<file path="src/rtl/memory_port_arbiter.sv">
// Arbitrates one Avalon-style memory master port between fetch, data read and data write.
// Optional fetch starvation guard: define MEMORY_PORT_ARBITER_STARVE_GUARD_EN.
module memory_port_arbiter #(
    parameter int AW           = 32,
    parameter int DW           = 32,
    parameter int STARVE_LIMIT = 4
) (
    input  logic          clock,
    input  logic          reset,
    input  logic          f_req,
    input  logic [AW-1:0] f_addr,
    input  logic          f_cancel,
    output logic          f_ack,
    output logic [DW-1:0] f_rdata,
    input  logic          r_req,
    input  logic [AW-1:0] r_addr,
    output logic          r_ack,
    output logic [DW-1:0] r_rdata,
    input  logic          w_req,
    input  logic [AW-1:0] w_addr,
    input  logic [DW-1:0] w_data,
    output logic          w_ack,
    output logic          m_read,
    output logic          m_write,
    output logic [AW-1:0] m_address,
    output logic [DW-1:0] m_writedata,
    input  logic          m_waitrequest,
    input  logic [DW-1:0] m_readdata,
    input  logic          m_readdatavalid
);

    typedef enum logic [1:0] {IDLE, ISSUE, WAIT_DATA, ACK} state_t;
    typedef enum logic [1:0] {OWN_F, OWN_R, OWN_W} owner_t;

    state_t state, state_n;
    owner_t owner, owner_n;
    logic   discard;
    logic   grant_f, grant_r, grant_w, grant;
    logic   force_f;

    logic f_ok, accept, rd_done, cancel_hit, drop;
    assign f_ok       = f_req && !f_cancel;
    assign accept     = (state == ISSUE) && !m_waitrequest;
    assign rd_done    = (state == WAIT_DATA) && m_readdatavalid;
    // A cancel in the same cycle as the data return must also drop it.
    assign cancel_hit = f_cancel && (owner == OWN_F) && (state == ISSUE || state == WAIT_DATA);
    assign drop       = discard || cancel_hit;
    assign grant      = grant_f || grant_r || grant_w;

`ifdef MEMORY_PORT_ARBITER_STARVE_GUARD_EN
    localparam int CW = $clog2(STARVE_LIMIT + 1);
    logic [CW-1:0] starve_cnt;

    assign force_f = (starve_cnt == CW'(STARVE_LIMIT)) && f_ok;

    always_ff @(posedge clock) begin
        if (reset)
            starve_cnt <= '0;
        else if (!f_req || grant_f)
            starve_cnt <= '0;
        else if ((grant_r || grant_w) && starve_cnt != CW'(STARVE_LIMIT))
            starve_cnt <= starve_cnt + CW'(1);
    end
`else
    assign force_f = 1'b0;
`endif

    always_comb begin
        state_n = state;
        owner_n = owner;
        grant_f = 1'b0;
        grant_r = 1'b0;
        grant_w = 1'b0;
        case (state)
            IDLE: begin
                if (force_f)    grant_f = 1'b1;
                else if (w_req) grant_w = 1'b1;
                else if (r_req) grant_r = 1'b1;
                else if (f_ok)  grant_f = 1'b1;
                if (grant_w)      owner_n = OWN_W;
                else if (grant_r) owner_n = OWN_R;
                else if (grant_f) owner_n = OWN_F;
                if (grant_f || grant_r || grant_w) state_n = ISSUE;
            end
            ISSUE:     if (!m_waitrequest) state_n = (owner == OWN_W) ? ACK : WAIT_DATA;
            WAIT_DATA: if (m_readdatavalid) state_n = drop ? IDLE : ACK;
            ACK:       state_n = IDLE;
            default:   state_n = IDLE;
        endcase
    end

    always_ff @(posedge clock) begin
        if (reset) begin
            state <= IDLE;
            owner <= OWN_F;
        end else begin
            state <= state_n;
            owner <= owner_n;
        end
    end

    always_ff @(posedge clock) begin
        if (reset) begin
            m_read      <= 1'b0;
            m_write     <= 1'b0;
            m_address   <= '0;
            m_writedata <= '0;
            f_ack       <= 1'b0;
            r_ack       <= 1'b0;
            w_ack       <= 1'b0;
            f_rdata     <= '0;
            r_rdata     <= '0;
            discard     <= 1'b0;
        end else begin
            f_ack <= 1'b0;
            r_ack <= 1'b0;
            w_ack <= 1'b0;
            if (state_n == IDLE) discard <= 1'b0;
            else if (cancel_hit) discard <= 1'b1;
            if (grant) begin
                m_read    <= !grant_w;
                m_write   <= grant_w;
                m_address <= grant_w ? w_addr : (grant_r ? r_addr : f_addr);
                if (grant_w) m_writedata <= w_data;
            end
            if (accept) begin
                m_read  <= 1'b0;
                m_write <= 1'b0;
                if (owner == OWN_W) w_ack <= 1'b1;
            end
            if (rd_done && !drop) begin
                if (owner == OWN_R) begin
                    r_rdata <= m_readdata;
                    r_ack   <= 1'b1;
                end else if (owner == OWN_F) begin
                    f_rdata <= m_readdata;
                    f_ack   <= 1'b1;
                end
            end
        end
    end

endmodule

</file>
<file path="config.mk">
export PLATFORM = sky130hd
export DESIGN_NAME = memory_port_arbiter
export DESIGN_NICKNAME = d
export VERILOG_FILES = /design/src/rtl/memory_port_arbiter.sv
export SDC_FILE = /design/constraint.sdc
export NUM_CORES = 1
export LEC_CHECK = 0
export ABC_AREA = 1
export CAP_MARGIN = 30
export CORE_UTILIZATION = 43
export DETAILED_ROUTE_END_ITERATION = 6
export PLACE_DENSITY = 0.95
export SLEW_MARGIN = 20
export SYNTH_ARGS = -nofsm -noshare
export SYNTH_HDL_FRONTEND = slang
export SYNTH_SLANG_ARGS = --single-unit
</file>
<file path="constraint.sdc">
create_clock -name clock -period 2.5 [get_ports clock]
set_input_delay 0.5 -clock clock [delete_from_list [all_inputs] [get_ports clock]]
set_output_delay 0.5 -clock clock [all_outputs]
set_load 0.05 [all_outputs]
</file>
Word level (Yosys, flattened, before mapping)
Cells that the tools add are included.

operators by class
  add/subtract/negate cells = 0
  div/mod/pow operators = 0
  reduce and logical (&&, ||, !) cells = 29
  multiply operators = 0
  order comparisons = 0
  shifts and indexed selects = 0
  bitwise operators = 3
  mux-type cells = 26
  eq/ne operators = 5

operators by type and width
  operator                                                          number
  32-bit two-way mux                                                2
  1-bit two-way mux                                                 16
  2-bit two-way mux                                                 7
  2-bit one-hot mux with 4 select lines                             1
  2-bit OR reduction                                                4
  2-bit == test (second input constant)                             3
  1-bit logical AND                                                 6
  2-bit logical NOT                                                 3
  1-bit logical OR                                                  6
  2-bit AND reduction                                               3
  2-bit by 1-bit == test with 1-bit output (second input constant)  2
  1-bit logical NOT                                                 4
  1-bit NOT                                                         3
  3-bit AND reduction                                               1
  3-bit nonzero test                                                1
  3-bit OR reduction                                                1

storage, ports and cells
  latch bits = 0
  flip-flop bits (word level) = 138
  input port bits = 168
  RAM bits = 0
  output and inout port bits = 133
  ROM bits = 0
  memories kept = 0
  word-level logic and storage cells = 75

Longest topological paths before layout
Gate-level depths: netlist of run 1.

  depth in word-level cells = 12
  depth in mapped cells = 11
  mapped depth without buffers = 11

Least setup slack after synthesis of run 1
OpenSTA, ideal clock, no wires.

  path kind = flip-flop to flip-flop
  start = register state[0]
  end = register f_rdata[10]
  stages on the path, launching flop included = 11
  data arrival time = 1.510 ns
  setup time = 0.119 ns
  period minus slack after synthesis = 1.629 ns
  data required time = 2.381 ns
  path buffers = 2
  setup slack = 0.871 ns
  cells stage by stage = dfxtp_1 -> inv_1 -> ha_1 -> nand2_1 -> inv_1 -> a21oi_2 -> nand3_1 -> buf_2 -> buf_2 -> o21ai_0 -> a21oi_1

between the ends
  longest elaborated chain between the ends = 7
  elaborated cells on any way between the ends = 9
  classes of those cells = 2 x eq/ne; 7 x reduce/logical

RTL lines
  element                                                                    line    RTL
  start: declaration                                                         35      state_t state, state_n;
  start signal: assignment                                                   97      state <= state_n;
  2-bit by 1-bit == test with 1-bit output or 2-bit == test (tied branches)  46, 44
  1-bit logical OR                                                           46      assign cancel_hit = f_cancel && (owner == OWN_F) && (state == ISSUE || state == WAIT_DATA);
  1-bit logical AND                                                          46
  1-bit logical OR                                                           47      assign drop = discard || cancel_hit;
  1-bit logical NOT                                                          131     if (rd_done && !drop) begin
  1-bit logical AND (*)                                                      131
  3-bit AND reduction (no source line) (*)                                   --
  end signal: assignment                                                     136     f_rdata <= m_readdata;
  end: declaration                                                           14      output logic [DW-1:0] f_rdata,

Mark *: on every way between the ends. The rest lies on a longest branch, timed or not.
A chain may end at the register's enable or synchronous reset.

Worst setup path in the final report of run 1
  start = register m_address[5]
  end = output port m_address[5]

RTL lines
  element                   line  RTL
  start: declaration        25    output logic [AW-1:0] m_address,
  start signal: assignment  123   m_address <= grant_w ? w_addr : (grant_r ? r_addr : f_addr);

No word-level cell between the ends.

==> run_summary.xml, run 1 <==
<?xml version="1.0" encoding="UTF-8"?>
<metrics>
  <group name="synth">
    <metric name="synth.net_count" unit="">1005</metric>
    <metric name="avgSynthCellArea" unit="um^2">6.966</metric>
    <metric name="syn_inst" unit="">833</metric>
    <metric name="synth_warnings" unit="">0</metric>
    <metric name="synthesis.area" unit="um^2">5803</metric>
    <metric name="synth.yosys.seq_area_share" unit="%">47.61</metric>
    <metric name="yosys_reg_bits" unit="">138</metric>
    <metric name="ys_types" unit="">24</metric>
  </group>
  <group name="cts">
    <metric name="cts_made_buffers" unit="">17</metric>
    <metric name="cts_hold_buf" unit="">0</metric>
    <metric name="buffer_cell_driving_the_clock_tree_root" unit="">sky130_fd_sc_hd__clkbuf_16</metric>
    <metric name="clock_transition_at_the_registers_of_the_reported_paths" unit="ns">0.06</metric>
    <metric name="h-tree-depth" unit="">4</metric>
    <metric name="cts_num_sinks" unit="">138</metric>
    <metric name="clk_path_buf_depth" unit="">2</metric>
    <metric name="clk-insertion-delay-late" unit="ns">0.41</metric>
    <metric name="cts.repair.resized" unit="">0</metric>
    <metric name="post_cts_setup_buffer_count" unit="">0</metric>
    <metric name="cts_tree" unit="">done</metric>
  </group>
  <group name="pwr">
    <metric name="power.total" unit="mW">8.034</metric>
    <metric name="clock_power_share" unit="%">28.5</metric>
    <metric name="power.sequential.fraction" unit="%">33.6</metric>
    <metric name="p_leak" unit="nW">3.973</metric>
    <metric name="power.switching_fraction" unit="%">38.52</metric>
    <metric name="internal-power" unit="mW">4.939</metric>
    <metric name="pwrdens" unit="nW/um^2">853.7</metric>
    <metric name="switchingPower" unit="mW">3.094</metric>
    <metric name="pwr-share-comb" unit="%">37.9</metric>
    <metric name="ir_drop" unit="mV">0.4512</metric>
  </group>
  <group name="global_route">
    <metric name="grt_max_degree" unit="">98</metric>
    <metric name="grt_pass1_wl" unit="mm">28.99</metric>
    <metric name="grt_pass1_vias" unit="">6005</metric>
    <metric name="grt.overflow.total" unit="">0</metric>
    <metric name="initial_antenna_violation_count" unit="">0</metric>
    <metric name="grt_usage" unit="%">26.28</metric>
  </group>
  <group name="setup_path">
    <metric name="critical_path.slowest_cell" unit="">sky130_fd_sc_hd__clkdlybuf4s50_1</metric>
    <metric name="timing.reg2reg.worst_path_depth" unit="">9</metric>
    <metric name="required" unit="ns">2.00</metric>
    <metric name="path_cells" unit="">clkdlybuf4s50_1</metric>
    <metric name="critPathCaptureType" unit="">primary output</metric>
    <metric name="cp_max_fo" unit="">2</metric>
    <metric name="critPathLaunchType" unit="">flip-flop</metric>
    <metric name="critical_path_class" unit="">reg2out</metric>
    <metric name="critical_path_arrival" unit="ns">1.64</metric>
    <metric name="cpPeakStageDelay" unit="ns">0.85</metric>
    <metric name="stages_on_worst_setup_path" unit="">1</metric>
    <metric name="timing.reg2reg.setup_slack" unit="ns">0.55</metric>
    <metric name="timing.critical_path.max_delay_family" unit="">buffers and inverters</metric>
    <metric name="cp_num_buf_inv" unit="">1</metric>
  </group>
  <group name="placed_design">
    <metric name="gp_congestion" unit="">0.8445</metric>
    <metric name="placedInstanceArea" unit="um^2">8874</metric>
    <metric name="hpwl" unit="mm">12.84</metric>
    <metric name="placed_cells" unit="">1268</metric>
    <metric name="worst_slack_at_placement" unit="ns">0.3292</metric>
    <metric name="port-buffer-count" unit="">300</metric>
  </group>
  <group name="sta">
    <metric name="timing.max_slew.rel_slack" unit="%">62.68</metric>
    <metric name="finalHoldViolCount" unit="">0</metric>
    <metric name="fmax" unit="MHz">468.0</metric>
    <metric name="setup_tns" unit="ns">0</metric>
    <metric name="layout_min_cycle_time" unit="ns">2.137</metric>
    <metric name="fin_hold_ws" unit="ns">0.4421</metric>
    <metric name="finClkSkew" unit="ns">0.007854</metric>
    <metric name="final-setup-viol-count" unit="">0</metric>
    <metric name="slew_violations" unit="">0</metric>
    <metric name="period_share" unit="%">85.46</metric>
    <metric name="unrepaired_setup_endpoints_after_global_routing" unit="">false</metric>
    <metric name="tightest_slew" unit="ns">0.5581</metric>
    <metric name="finalWorstSetupSlack" unit="ns">0.3635</metric>
  </group>
  <group name="cells_and_area">
    <metric name="layout.nets" unit="">1283</metric>
    <metric name="final_core_util" unit="%">71.34</metric>
    <metric name="area.sequential" unit="um^2">2763</metric>
    <metric name="multi_input_comb_area" unit="um^2">2346</metric>
    <metric name="layout.cells.most_common_list" unit="">sky130_fd_sc_hd__clkdlybuf4s50_1, sky130_fd_sc_hd__nand2_1, sky130_fd_sc_hd__dfxtp_1</metric>
    <metric name="final_common_cell" unit="">sky130_fd_sc_hd__clkdlybuf4s50_1</metric>
    <metric name="fin_area" unit="um^2">9410</metric>
    <metric name="fillers" unit="">982</metric>
    <metric name="drive_gt1_share" unit="%">4.448</metric>
    <metric name="finalNonFillerCells" unit="">1300</metric>
    <metric name="diodes" unit="">0</metric>
    <metric name="layout_overhead_on_the_synthesized_area" unit="%">62.16</metric>
  </group>
  <group name="drt">
    <metric name="number_of_detailed_routing_iterations_run_before_antenna_repair" unit="">5</metric>
    <metric name="ant_nets" unit="">0</metric>
    <metric name="route.detailed.vias_per_inst" unit="">4.768</metric>
    <metric name="via_total_after_detailed_routing" unit="">6198</metric>
    <metric name="remaining_drc_errors" unit="">0</metric>
    <metric name="totalWireLength" unit="mm">17.99</metric>
    <metric name="dr.first_iter.drc_count" unit="">480</metric>
    <metric name="wl_per_cell" unit="um">13.84</metric>
  </group>
  <group name="floorplanning">
    <metric name="pin_count" unit="">301</metric>
    <metric name="die_w" unit="um">118.2</metric>
    <metric name="rows" unit="">42</metric>
    <metric name="dieHeight" unit="um">118.2</metric>
    <metric name="fp.coreArea" unit="um^2">13190</metric>
    <metric name="die_area" unit="um^2">13960</metric>
    <metric name="start_util" unit="%">44.00</metric>
  </group>
  <group name="flow_run">
    <metric name="max_cap_violations" unit="">0</metric>
  </group>
  <group name="min_path">
    <metric name="hp-class" unit="">reg2reg</metric>
    <metric name="min_delay_path_depth" unit="">2</metric>
  </group>
  <group name="status">
    <metric name="run_status" unit="">finished clean</metric>
  </group>
</metrics>
==> Yosys cell counts <==
cell / instances / area, um^2
sky130_fd_sc_hd__a21oi_2: 1 / 8.760
sky130_fd_sc_hd__nor2_1: 136 / 510.5
sky130_fd_sc_hd__a21oi_1: 40 / 200.2
sky130_fd_sc_hd__dfxtp_1: 138 / 2763
sky130_fd_sc_hd__nor2_8: 1 / 20.02
sky130_fd_sc_hd__clkbuf_1: 19 / 71.32
sky130_fd_sc_hd__ha_1: 4 / 50.05
sky130_fd_sc_hd__a211oi_1: 1 / 7.510
sky130_fd_sc_hd__nand3_1: 2 / 10.01
sky130_fd_sc_hd__nand2_2: 1 / 6.260
sky130_fd_sc_hd__nand4_1: 2 / 12.51
sky130_fd_sc_hd__nand3_2: 2 / 20.02
sky130_fd_sc_hd__buf_2: 21 / 105.1
sky130_fd_sc_hd__buf_6: 7 / 78.83
sky130_fd_sc_hd__inv_2: 2 / 7.510
sky130_fd_sc_hd__inv_1: 111 / 416.7
sky130_fd_sc_hd__a31oi_1: 32 / 200.2
sky130_fd_sc_hd__o21ai_0: 68 / 340.3
sky130_fd_sc_hd__clkbuf_2: 1 / 5.000
sky130_fd_sc_hd__nor2_2: 1 / 6.260
sky130_fd_sc_hd__o21ai_1: 29 / 145.1
sky130_fd_sc_hd__nand2_4: 1 / 11.26
sky130_fd_sc_hd__buf_4: 2 / 15.01
sky130_fd_sc_hd__nand2_1: 211 / 792.0
==> path summary, 6_finish.rpt <==
check                from            to
max          m_address[5]  m_address[5]
min            f_rdata[8]    f_rdata[8]
max reg2reg      state[1]   f_rdata[21]
min reg2reg    f_rdata[8]    f_rdata[8]
==> sequential cells by signal (all words and copies together), names as in the netlist <==
register     cells
discard          1
m_read           1
f_ack            1
f_rdata         32
m_write          1
w_ack            1
m_address       32
owner            2
r_ack            1
m_writedata     32
r_rdata         32
state            2
==> cell families after synthesis <==
group | after synthesis | synth area share [%]
fa+ha+maj | 4 | 0.8625
simple gates | 357 | 23.93
compound gates | 171 | 15.55
buf+inv | 163 | 12.05
flops | 138 | 47.61
==> power by group through the flow <==
stage	combinational (mW)	clock [mW]	sequential (mW)
3_5_place_dp	3.04	0	2.73
4_1_cts	3.05	2.33	2.70
3_3_place_gp	2.99	0	2.72
2_1_floorplan	0.953	0	3.74
5_1_grt	3.26	2.42	2.73
6_report	3.05	2.29	2.70
==> per-layer routing <==
layer	GRT usage, %	vias to the layer above	routed length [um]
met2	46.99	237	9139
met5	0	-	0
met4	15.95	0	881
met3	6.226	61	1009
met1	27.89	2766	6960
li1	-	3134	-
==> final cells by class <==
type	count	share of cell area (%)
timing repair buffer	309	33.16
sequential	138	29.36
multi-input combinational	532	24.93
clock buffer	19	4.600
inverter	113	4.507
tap	176	2.340
clock inverter	13	1.104
Note: power is estimated with default switching activity, not from simulation.
==> inputs of run 2 (changes only) <==
Settings changed: REMOVE_ABC_BUFFERS from default to 1.
==> run_summary.xml, run 2 (synthesized netlist as in run 1, its figures left out) <==
<?xml version="1.0" encoding="UTF-8"?>
<metrics>
  <group name="global_route">
    <metric name="met3_usage" unit="%">8.398</metric>
    <metric name="grt_max_degree" unit="">66</metric>
    <metric name="grt_usage" unit="%">26.94</metric>
    <metric name="grt.overflow.total" unit="">0</metric>
    <metric name="initial_antenna_violation_count" unit="">1</metric>
    <metric name="grtUsageMet2" unit="%">46.21</metric>
    <metric name="grt_pass1_vias" unit="">6151</metric>
    <metric name="grt_pass1_wl" unit="mm">29.64</metric>
    <metric name="globalRouteMet1Util" unit="%">28.31</metric>
    <metric name="grt-busiest-layer" unit="">met2</metric>
  </group>
  <group name="sta">
    <metric name="final-setup-viol-count" unit="">0</metric>
    <metric name="layout_min_cycle_time" unit="ns">2.132</metric>
    <metric name="fmax" unit="MHz">468.9</metric>
    <metric name="tightest_slew" unit="ns">0.6283</metric>
    <metric name="timing.max_slew.rel_slack" unit="%">58.12</metric>
    <metric name="unrepaired_setup_endpoints_after_global_routing" unit="">false</metric>
    <metric name="slew_violations" unit="">0</metric>
    <metric name="fin_hold_ws" unit="ns">0.4429</metric>
    <metric name="finalHoldViolCount" unit="">0</metric>
    <metric name="period_share" unit="%">85.30</metric>
    <metric name="setup_tns" unit="ns">0</metric>
    <metric name="finClkSkew" unit="ns">0.007209</metric>
    <metric name="finalWorstSetupSlack" unit="ns">0.3675</metric>
  </group>
  <group name="placed_design">
    <metric name="hpwl" unit="mm">13.43</metric>
    <metric name="gp_congestion" unit="">0.9016</metric>
    <metric name="worst_slack_at_placement" unit="ns">0.1866</metric>
    <metric name="port-buffer-count" unit="">300</metric>
  </group>
  <group name="drt">
    <metric name="dr.first_iter.drc_count" unit="">393</metric>
    <metric name="wl_per_cell" unit="um">14.28</metric>
    <metric name="via_total_after_detailed_routing" unit="">6319</metric>
    <metric name="number_of_detailed_routing_iterations_run_before_antenna_repair" unit="">7</metric>
    <metric name="remaining_drc_errors" unit="">4</metric>
    <metric name="route.detailed.vias_per_inst" unit="">4.846</metric>
    <metric name="ant_nets" unit="">0</metric>
    <metric name="totalWireLength" unit="mm">18.62</metric>
  </group>
  <group name="cts">
    <metric name="buffer_cell_driving_the_clock_tree_root" unit="">sky130_fd_sc_hd__clkbuf_16</metric>
    <metric name="cts_hold_buf" unit="">0</metric>
    <metric name="cts_tree" unit="">done</metric>
    <metric name="cts_made_buffers" unit="">17</metric>
    <metric name="cts.repair.resized" unit="">0</metric>
    <metric name="clk_path_buf_depth" unit="">2</metric>
    <metric name="clock_transition_at_the_registers_of_the_reported_paths" unit="ns">0.06</metric>
    <metric name="h-tree-depth" unit="">4</metric>
    <metric name="cts_num_sinks" unit="">138</metric>
    <metric name="post_cts_setup_buffer_count" unit="">0</metric>
    <metric name="clk-insertion-delay-late" unit="ns">0.42</metric>
  </group>
  <group name="cells_and_area">
    <metric name="final_common_cell" unit="">sky130_fd_sc_hd__clkdlybuf4s50_1</metric>
    <metric name="drive_gt1_share" unit="%">4.880</metric>
    <metric name="final_core_util" unit="%">72.17</metric>
    <metric name="layout.cells.most_common_list" unit="">sky130_fd_sc_hd__clkdlybuf4s50_1, sky130_fd_sc_hd__nand2_1, sky130_fd_sc_hd__dfxtp_1</metric>
    <metric name="layout.nets" unit="">1287</metric>
    <metric name="layout_overhead_on_the_synthesized_area" unit="%">64.04</metric>
  </group>
  <group name="setup_path">
    <metric name="cp_num_buf_inv" unit="">1</metric>
    <metric name="critical_path.slowest_cell" unit="">sky130_fd_sc_hd__clkdlybuf4s50_1</metric>
    <metric name="timing.reg2reg.setup_slack" unit="ns">0.43</metric>
    <metric name="critical_path_class" unit="">reg2out</metric>
    <metric name="cp_max_fo" unit="">2</metric>
    <metric name="critPathCaptureType" unit="">primary output</metric>
    <metric name="critPathLaunchType" unit="">flip-flop</metric>
    <metric name="path_cells" unit="">clkdlybuf4s50_1</metric>
    <metric name="critical_path_arrival" unit="ns">1.63</metric>
    <metric name="timing.critical_path.max_delay_family" unit="">buffers and inverters</metric>
    <metric name="required" unit="ns">2.00</metric>
    <metric name="cpPeakStageDelay" unit="ns">0.88</metric>
  </group>
  <group name="pwr">
    <metric name="power.total" unit="mW">8.436</metric>
    <metric name="pwrdens" unit="nW/um^2">886.2</metric>
    <metric name="ir_drop" unit="mV">0.6163</metric>
    <metric name="p_leak" unit="nW">4.032</metric>
  </group>
  <group name="floorplanning">
    <metric name="dieHeight" unit="um">118.2</metric>
    <metric name="fp.coreArea" unit="um^2">13190</metric>
    <metric name="pin_count" unit="">301</metric>
    <metric name="die_area" unit="um^2">13960</metric>
    <metric name="rows" unit="">42</metric>
    <metric name="die_w" unit="um">118.2</metric>
    <metric name="start_util" unit="%">44.00</metric>
  </group>
  <group name="min_path">
    <metric name="hp-class" unit="">reg2reg</metric>
  </group>
  <group name="status">
    <metric name="failing_checks" unit="">DRC</metric>
    <metric name="run_status" unit="">complete, but fails checks</metric>
  </group>
  <group name="flow_run">
    <metric name="max_cap_violations" unit="">0</metric>
  </group>
</metrics>
==> run 2: final cells by class <==
class	instances	area [um^2]
timing repair buffer	313	3138
inverter	113	424.2
clock buffer	19	452.9
sequential	138	2763
multi-input combinational	532	2346
clock inverter	12	172.7
tap	176	220.2
fill	943	3671
antenna	1	2.502
==> run 2: worst paths after layout <==
kind / depth (start not counted) / startpoint / to
worst min register to register: 2 / f_rdata[9] / f_rdata[9]
worst max-delay path: 1 / m_address[15] / m_address[15]
worst min-delay path: 2 / f_rdata[9] / f_rdata[9]
worst max register to register: 9 / state[1] / f_rdata[17]
==> run 2: power by group <==
part,switching [mW],internal [mW],leakage [nW]
Combinational,2.00,1.08,2.60
Clock,0.946,1.71,0.305
Sequential,0.181,2.52,1.13
Total,3.13,5.31,4.03
==> run 2: through the flow <==
| stage | cell area, um^2 | std cells |
|---|---|---|
| after CTS | 9517 | 1303 |
| after global routing | 9517 | 1303 |
| after global placement | 8891 | 1272 |
| final | 9519 | 1304 |
| after floorplan | 5528 | 783 |
| after detailed placement | 8891 | 1272 |
==> run 2: metal layers <==
metal  vias up  wire length (um)
met4         0               984
met1      2828              7033
met5         -                 0
li1       3152                 -
met3        74              1462
met2       265              9137
==> inputs of run 3 (changes only) <==
--- a/config.mk
+++ b/config.mk
@@ -7,5 +7,5 @@
 export LEC_CHECK = 0
 export ABC_AREA = 1
-export CAP_MARGIN = 30
+export CAP_MARGIN = 0
 export CORE_UTILIZATION = 43
 export DETAILED_ROUTE_END_ITERATION = 6
==> constraint.sdc (replaced) <==
create_clock -name clock -period 2.5 [get_ports clock]
set_input_delay 0.5 -clock clock [delete_from_list [all_inputs] [get_ports clock]]
set_output_delay 0.5 -clock clock [all_outputs]
set_load 0.02 [all_outputs]
==> results of run 3 <==
Same layout as run 2 (identical final DEF). Status: complete, but fails checks: DRC.
Among the figures that moved: setup slack after layout 0.3675 ns -> 0.4264 ns; start point of the critical path m_address[15] -> state[1]; end point of the critical path m_address[15] -> f_rdata[17]; total power 8.436 mW -> 7.781 mW; worst IR drop on VDD 0.6163 mV -> 0.5658 mV
